File: config.mk
export PLATFORM = sky130hd
export DESIGN_NAME = frontend_issue_ctrl
export DESIGN_NICKNAME = d
export VERILOG_FILES = /design/src/rtl/frontend_issue_ctrl_pkg.sv /design/src/rtl/frontend_fifo.sv /design/src/rtl/frontend_issue_ctrl.sv
export SDC_FILE = /design/constraint.sdc
export NUM_CORES = 1
export LEC_CHECK = 0
export BUFFER_PORTS_ARGS = -buffer_cell sky130_fd_sc_hd__buf_2
export CORE_AREA = 2 2 226 139
export CTS_BUF_LIST = sky130_fd_sc_hd__clkbuf_4 sky130_fd_sc_hd__clkbuf_8
export DETAILED_ROUTE_END_ITERATION = 16
export DIE_AREA = 0 0 228 141
export PLACE_DENSITY_LB_ADDON = 0.12
export RECOVER_POWER = 100
export SETUP_SLACK_MARGIN = 0.02
export SYNTH_ARGS = -nofsm -noshare
export SYNTH_HDL_FRONTEND = slang
export SYNTH_HIERARCHICAL = 1
export SYNTH_SLANG_ARGS = --single-unit
export TNS_END_PERCENT = 50
File: constraint.sdc
create_clock -name clk -period 3.8 [get_ports clk]
set_clock_uncertainty 0.2 [all_clocks]
set_input_delay 0.76 -clock clk [delete_from_list [all_inputs] [get_ports clk]]
set_output_delay 0.76 -clock clk [all_outputs]
set_load 0.02 [all_outputs]
File: src/rtl/frontend_issue_ctrl_pkg.sv
// Shared types and selector action codes for the frontend issue controller.
// Latency: none, declarations only.
// Backpressure: none, declarations only.
package frontend_issue_ctrl_pkg;

    // one fetched instruction together with the address it came from
    typedef struct packed {
        logic [31:0] pc;
        logic [31:0] instr;
    } fetch_entry_t;

    typedef enum logic {
        RUN     = 1'b0,
        DISCARD = 1'b1
    } fe_state_t;

    // selector action codes, same encoding as the selector's Common.vh
    localparam logic [1:0] INSERT_NOP = 2'd0;
    localparam logic [1:0] POP_DATA   = 2'd1;
    localparam logic [1:0] POP_BUF    = 2'd2;

    localparam logic [31:0] NOP_WORD = 32'h0;

    function automatic logic [31:0] next_fetch_pc(input logic [31:0] pc);
        return pc + 32'd4;
    endfunction

endpackage

File: src/rtl/frontend_fifo.sv
// Fetch FIFO: DEPTH entries, head and head+1 visible, pop of one or two entries per cycle.
// Latency: push visible at head one cycle after the write; pops take effect at the clock edge.
// Backpressure: none internally; the writer must never push into a full queue.
module frontend_fifo
    import frontend_issue_ctrl_pkg::*;
#(
    parameter int DEPTH = 4
) (
    input  logic                   clk,
    input  logic                   resetn,
    input  logic                   flush,
    input  logic                   push,
    input  fetch_entry_t           push_dat,
    input  logic                   pop1,
    input  logic                   pop2,
    output fetch_entry_t           head_dat,
    output fetch_entry_t           head1_dat,
    output logic [$clog2(DEPTH):0] count
);
    localparam int AW = $clog2(DEPTH);
    localparam logic [AW:0] DEPTH_W = (AW+1)'(DEPTH);

    fetch_entry_t  mem [DEPTH];
    logic [AW-1:0] rd_ptr;
    logic [AW-1:0] wr_ptr;
    logic [AW:0]   n_pop;

    // entries leaving this cycle; pop2 removes head and head+1 together
    always_comb begin
        n_pop = '0;
        if (pop2) begin
            n_pop = (AW+1)'(2);
        end else if (pop1) begin
            n_pop = (AW+1)'(1);
        end
    end

    // pointers and occupancy; a flush empties the queue in one cycle
    always_ff @(posedge clk or negedge resetn) begin
        if (!resetn) begin
            rd_ptr <= '0;
            wr_ptr <= '0;
            count  <= '0;
        end else if (flush) begin
            rd_ptr <= '0;
            wr_ptr <= '0;
            count  <= '0;
        end else begin
            if (push) begin
                wr_ptr <= wr_ptr + AW'(1);
            end
            rd_ptr <= rd_ptr + n_pop[AW-1:0];
            count  <= count + {{AW{1'b0}}, push} - n_pop;
        end
    end

    // storage; slots are only read while counted valid, so no reset is needed
    always_ff @(posedge clk) begin
        if (push && !flush) begin
            mem[wr_ptr] <= push_dat;
        end
    end

    assign head_dat  = mem[rd_ptr];
    assign head1_dat = mem[rd_ptr + AW'(1)];

    a_no_overflow: assert property (@(posedge clk) disable iff (!resetn)
        push |-> ((count - n_pop) < DEPTH_W));
    a_no_underflow: assert property (@(posedge clk) disable iff (!resetn)
        n_pop <= count);
    a_count_range: assert property (@(posedge clk) disable iff (!resetn)
        count <= DEPTH_W);

endmodule

File: src/rtl/frontend_issue_ctrl.sv
// Frontend sequencer: fetch PC, fetch FIFO (C slot) and hold buffer (B slot) around the selector; FRONTEND_STATS_EN adds event counters.
// Latency: imem response pushed the cycle it arrives, issue state updates on the fire edge, redirect costs one DISCARD cycle.
// Backpressure: dec_ready low holds both slots; fetch stops once FIFO occupancy plus the in-flight request reaches DEPTH.
module frontend_issue_ctrl
    import frontend_issue_ctrl_pkg::*;
#(
    parameter int          DEPTH    = 4,
    parameter logic [31:0] RESET_PC = 32'h0
) (
    input  logic                   clk,
    input  logic                   resetn,
    input  logic                   redirect,
    input  logic [31:0]            redirect_pc,
    output logic                   imem_req,
    output logic [31:0]            imem_addr,
    input  logic                   imem_valid,
    input  logic [31:0]            imem_data,
    output logic [31:0]            sel_cpc,
    output logic [31:0]            sel_data,
    output logic [31:0]            sel_bpc,
    output logic [31:0]            sel_bf,
    input  logic                   sel_req,
    input  logic [1:0]             sel_result,
    output logic                   dec_valid,
    input  logic                   dec_ready,
    output logic [$clog2(DEPTH):0] fifo_count
`ifdef FRONTEND_STATS_EN
    ,
    output logic [31:0]            stat_issued,
    output logic [31:0]            stat_swapped,
    output logic [31:0]            stat_nops
`endif
);
    localparam int CW = $clog2(DEPTH) + 1;
    localparam logic [CW:0] DEPTH_W = (CW+1)'(DEPTH);

    fe_state_t    state_q, state_d;
    logic         fetch_en_q;
    logic         req_q;
    logic [31:0]  pc_q;
    logic [31:0]  req_pc_q;
    logic         b_vld_q, b_vld_d;
    logic [31:0]  bpc_q, bpc_d;
    logic [31:0]  bf_q, bf_d;
    logic [CW:0]  occ;
    logic         push;
    logic         pop1;
    logic         pop2;
    logic         fire;
    fetch_entry_t head;
    fetch_entry_t head1;

    frontend_fifo #(
        .DEPTH (DEPTH)
    ) u_fifo (
        .clk       (clk),
        .resetn    (resetn),
        .flush     (redirect),
        .push      (push),
        .push_dat  ('{pc: req_pc_q, instr: imem_data}),
        .pop1      (pop1),
        .pop2      (pop2),
        .head_dat  (head),
        .head1_dat (head1),
        .count     (fifo_count)
    );

    // occupancy as seen by the throttle: queued entries plus the response still on its way
    assign occ       = {1'b0, fifo_count} + {{CW{1'b0}}, req_q};
    assign imem_req  = fetch_en_q & (state_q == RUN) & ~redirect & (occ < DEPTH_W);
    assign imem_addr = pc_q;
    assign push      = imem_valid & (state_q == RUN) & ~redirect;

    assign dec_valid = (state_q == RUN)
                     & ((fifo_count != '0) | (b_vld_q & (sel_result == INSERT_NOP)));
    assign fire      = dec_valid & dec_ready & ~redirect;

    // an empty slot presents pc 0 and a nop to the selector
    assign sel_cpc  = (fifo_count != '0) ? head.pc    : 32'h0;
    assign sel_data = (fifo_count != '0) ? head.instr : NOP_WORD;
    assign sel_bpc  = bpc_q;
    assign sel_bf   = bf_q;

    // FSM state register
    always_ff @(posedge clk or negedge resetn) begin
        if (!resetn) begin
            state_q <= RUN;
        end else begin
            state_q <= state_d;
        end
    end

    // FSM next state: redirect always wins, DISCARD lasts exactly one cycle
    always_comb begin
        state_d = state_q;
        if (redirect) begin
            state_d = DISCARD;
        end else if (state_q == DISCARD) begin
            state_d = RUN;
        end
    end

    // fetch address, in-flight tracking and the pc tag of the outstanding request
    always_ff @(posedge clk or negedge resetn) begin
        if (!resetn) begin
            fetch_en_q <= 1'b0;
            req_q      <= 1'b0;
            pc_q       <= RESET_PC;
            req_pc_q   <= 32'h0;
        end else begin
            fetch_en_q <= 1'b1;
            req_q      <= imem_req;
            if (redirect) begin
                pc_q <= redirect_pc & ~32'h3;
            end else if (imem_req) begin
                pc_q     <= next_fetch_pc(pc_q);
                req_pc_q <= pc_q;
            end
        end
    end

    // apply the selector action on an issue: FIFO pops and next B-slot contents
    always_comb begin
        pop1    = 1'b0;
        pop2    = 1'b0;
        b_vld_d = b_vld_q;
        bpc_d   = bpc_q;
        bf_d    = bf_q;
        if (fire) begin
            case (sel_result)
                POP_DATA: begin
                    if (!sel_req) begin
                        pop1 = 1'b1;
                    end else if (fifo_count >= CW'(2)) begin
                        pop2    = 1'b1;
                        b_vld_d = 1'b1;
                        bpc_d   = head1.pc;
                        bf_d    = head1.instr;
                    end else begin
                        pop1    = 1'b1;
                        b_vld_d = 1'b0;
                        bpc_d   = 32'h0;
                        bf_d    = NOP_WORD;
                    end
                end
                POP_BUF: begin
                    pop1    = 1'b1;
                    b_vld_d = 1'b1;
                    bpc_d   = head.pc;
                    bf_d    = head.instr;
                end
                INSERT_NOP: begin
                    b_vld_d = 1'b0;
                    bpc_d   = 32'h0;
                    bf_d    = NOP_WORD;
                end
                default: ;
            endcase
        end
    end

    // B-slot register; a redirect empties it
    always_ff @(posedge clk or negedge resetn) begin
        if (!resetn) begin
            b_vld_q <= 1'b0;
            bpc_q   <= 32'h0;
            bf_q    <= NOP_WORD;
        end else if (redirect) begin
            b_vld_q <= 1'b0;
            bpc_q   <= 32'h0;
            bf_q    <= NOP_WORD;
        end else begin
            b_vld_q <= b_vld_d;
            bpc_q   <= bpc_d;
            bf_q    <= bf_d;
        end
    end

`ifdef FRONTEND_STATS_EN
    // issue event counters; free-running across redirects, wrap at 2^32
    always_ff @(posedge clk or negedge resetn) begin
        if (!resetn) begin
            stat_issued  <= 32'h0;
            stat_swapped <= 32'h0;
            stat_nops    <= 32'h0;
        end else begin
            if (fire) begin
                stat_issued <= stat_issued + 32'd1;
            end
            if (fire && (sel_result == POP_DATA) && b_vld_q && (bf_q != NOP_WORD)) begin
                stat_swapped <= stat_swapped + 32'd1;
            end
            if (fire && (sel_result == INSERT_NOP)) begin
                stat_nops <= stat_nops + 32'd1;
            end
        end
    end
`endif

endmodule
==> impl_metrics.csv <==
group,metric,value,unit
critical_path,critPathArrivalTime,2640,ps
critical_path,cp_max_fo,64,
routing,drc_errors,0,
placement,numPortBuffers,232,
global_route,grt_pass1_vias,11039,
floorplanning,fp.coreArea,30400,um^2
global_route,antenna_found_initial,6,
placement,place_inst,1759,
clock_network,clk_path_buf_depth,3,
clock_network,cts_buffers,56,
pwr,powerDensity,448,nW/um^2
finish,final_nets,1487,
yosys,ys_seq_elements,391,
sta,slew-limit-headroom,-0.211,
yosys,yosysUniqueCellTypes,51,
yosys,synth_area,17800,um^2
pwr,clkPwrFrac,0.378,
clock_network,clk_pin_slew,70,ps
clock_network,clk_latency,600,ps
routing,route.detailed.vias_per_inst,6.10,
finish,syn_to_final_growth,14.2,%
routing,wl_met3,3.43,mm
sta,post-route-period-util,0.949,
yosys,yosys_most_used_dff,"edfxtp_1",
routing,drt_iter0_markers,1002,
floorplanning,rows,50,
outcome,failed_checks,"capacitance limit, slew limit",
routing,routedWlPerCell,22.4,um
pwr,power_frac_comb,0.081,
yosys,netlist_instances,1149,
yosys,synth_most_common_cell,"edfxtp_1",
yosys,synthDominantCellAreaShare,0.432,
routing,dr_wl_met2,19.4,mm
finish,fin_util,0.669,
routing,final_antenna_net_count,0,
outcome,status,"finished, violations left",
critical_path,required,2840,ps
worst_hold_path,hold_path_class,"input pin to register",
sta,setup_violations,0,
yosys,synth-edff-count,256,
clock_network,post_cts_buffers,0,
critical_path,cp-start-kind,"register",
routing,num_vias,11381,
worst_hold_path,min_from,"redirect_pc[30]",
floorplanning,io_pins,237,
yosys,syn_avg_cell_area,15.5,um^2
critical_path,crit_path_end_kind,"output port",
sta,hold_viol,0,
routing,wirelength,41.8,mm
critical_path,worstSetupStartpoint,"u_fifo/count[1]$_DFF_PN0_",
floorplanning,start_util,0.586,
critical_path,criticalPathCategory,"register to output port",
yosys,yosys_warnings,6,
pwr,power.internal,6870,uW
routing,dr.pass1.iters,7,
floorplanning,dieHeight,141,um
global_route,grt_max_degree,66,
sta,worst_pin_slew,1820,ps
critical_path,reg2reg_from,"state_q$_DFF_PN0_",
yosys,ys_seq_area_frac,0.621,
run,maxCapViolations,2,
routing,m1WireLength,18.2,mm
sta,min_period,3600,ps
sta,max_freq,277,MHz
yosys,synth.area.top_cells,"edfxtp_1, dfrtp_1, mux4_2",
worst_hold_path,whs_path_depth,3,
routing,top_layer,"met4",
clock_network,cts_root_buf,"clkbuf_8",
finish,nFillCells,2251,
clock_network,ctsHtreeMaxLevel,2,
pwr,seqPwrFrac,0.542,
global_route,grt.total_usage,0.260,
pwr,ir_drop,0.482,mV
critical_path,r2r_cells,4,
placement,gp_congestion,0.857,
sta,grt_setup_unrepaired,"no",
clock_network,cts_tree,"done",
yosys,synth_largest_area_cell,"edfxtp_1",
pwr,power_leakage,0.00713,uW
finish,drive_gt1_frac,0.235,
pwr,p_sw_frac,0.246,
yosys,synth_commonest_cells,"edfxtp_1, dfrtp_1, mux4_2",
finish,fin_cells,1867,
floorplanning,dieArea,32100,um^2
floorplanning,die_w,228,um
pwr,switching_power,2240,uW
placement,dpl.hpwl,26.2,mm
global_route,grt_first_pass_wirelength,64.2,mm
sta,slew_viol_final,90,
clock_network,clock_sinks,391,
global_route,grt-ovfl-total,0,
yosys,synthArstFlopShare,0.345,
clock_network,cts_resized,0,
-- logic make-up (layout without fill, tap and decap cells) --
kind of cell               after synthesis  after routing  share of synthesized area
muxes                                  131            131                      0.164
DFF                                    391            391                      0.621
other                                    2             15                   0.000422
adders and majority gates               13             13                    0.00955
buffers and inverters                  103            392                     0.0352
and+or+nand+nor                        309            309                     0.0842
AOI/OAI and AO/OA                      196            196                     0.0823
xor gates and xnor gates                 4              4                    0.00351
-- per-stage QoR --
step | TNS (ps) | hold WS [ps] | setup WS, ps | instance area (um^2) | total power (uW)
final | 0 | 166 | 195 | 20300 | 9110
after detailed placement | 0 | 270 | 251 | 19400 | 5780
after global routing | 0 | 141 | 49.8 | 20300 | 9470
after CTS | 0 | 114 | 147 | 20600 | 9230
after global placement | 0 | 267 | 310 | 19400 | 5760
after floorplan | -26380 | 264 | -206 | 17800 | 5410
-- placed cells by master (no fill, tap or decap), types with 41 or more instances in the layout --
master | netlist | routed
a22oi_1 | 67 | 67
buf_2 | 22 | 41
clkbuf_1 | 39 | 167
clkbuf_2 | 0 | 43
clkbuf_8 | 0 | 68
dfrtp_1 | 135 | 133
edfxtp_1 | 256 | 256
mux4_2 | 128 | 128
nand2_1 | 120 | 120
nor2_1 | 52 | 51
nor2b_1 | 74 | 74
-- worst max-delay path, cell delays in order (launching register included) --
cell      delay [ps]
dfrtp_1          470
nor3_1           300
buf_4            810
nor2b_1          220
clkbuf_2         230
-- power by group through the flow --
stage / Sequential, uW / Clock, uW / Combinational [uW]
after global routing: 4960 / 3700 / 808
after global placement: 5010 / 0 / 757
after detailed placement: 5020 / 0 / 768
final: 4930 / 3440 / 736
after CTS: 4930 / 3530 / 773
after floorplan: 5010 / 0 / 405
-- metal layers --
metal / global-route usage / vias to the layer above
met4: 0.0667 / 0
met3: 0.0651 / 62
met2: 0.393 / 435
li1: - / 5046
met1: 0.384 / 5838
met5: 0 / -
-- state kept, by name, summed over array words and instances (netlist names) --
register,count
b_vld_q,1
fetch_en_q,1
imem_addr,30
req_pc_q,30
req_q,1
sel_bf,32
sel_bpc,32
state_q,1
u_fifo/count,3
u_fifo/mem,256
u_fifo/rd_ptr,2
u_fifo/wr_ptr,2
-- timing repair --
action                                  in CTS  in global routing
hold endpoints to repair                    61                  0
endpoints found under the setup margin       0                  0
hold buffers                                 1                  0
-- cell type report --
type	count	area, um^2	area share
sequential	391	11100	0.545
tap	416	520	0.0256
antenna	4	10.0	0.000492
timing repair buffer	272	1310	0.0643
multi-input combinational	664	6180	0.304
clock buffer	97	1150	0.0567
inverter	17	65.1	0.00320
clock inverter	6	25.0	0.00123
-- path summary, 6_finish.rpt --
| path | endpoint | slack, ps |
|---|---|---|
| setup / recovery | sel_cpc[10] | 200 |
| max in group asynchronous | req_pc_q[11]$_DFFE_PN0P_ | 830 |
| hold / removal | imem_addr[30]$_DFFE_PN0P_ | 170 |
| hold reg to reg | sel_bpc[8]$_DFFE_PN0P_ | 290 |
| setup reg to reg | u_fifo/mem[0][26]$_DFFE_PP_ | 660 |
| min in group asynchronous | sel_bf[30]$_DFFE_PN0P_ | 1000 |
(Power assumes the default switching activity.)
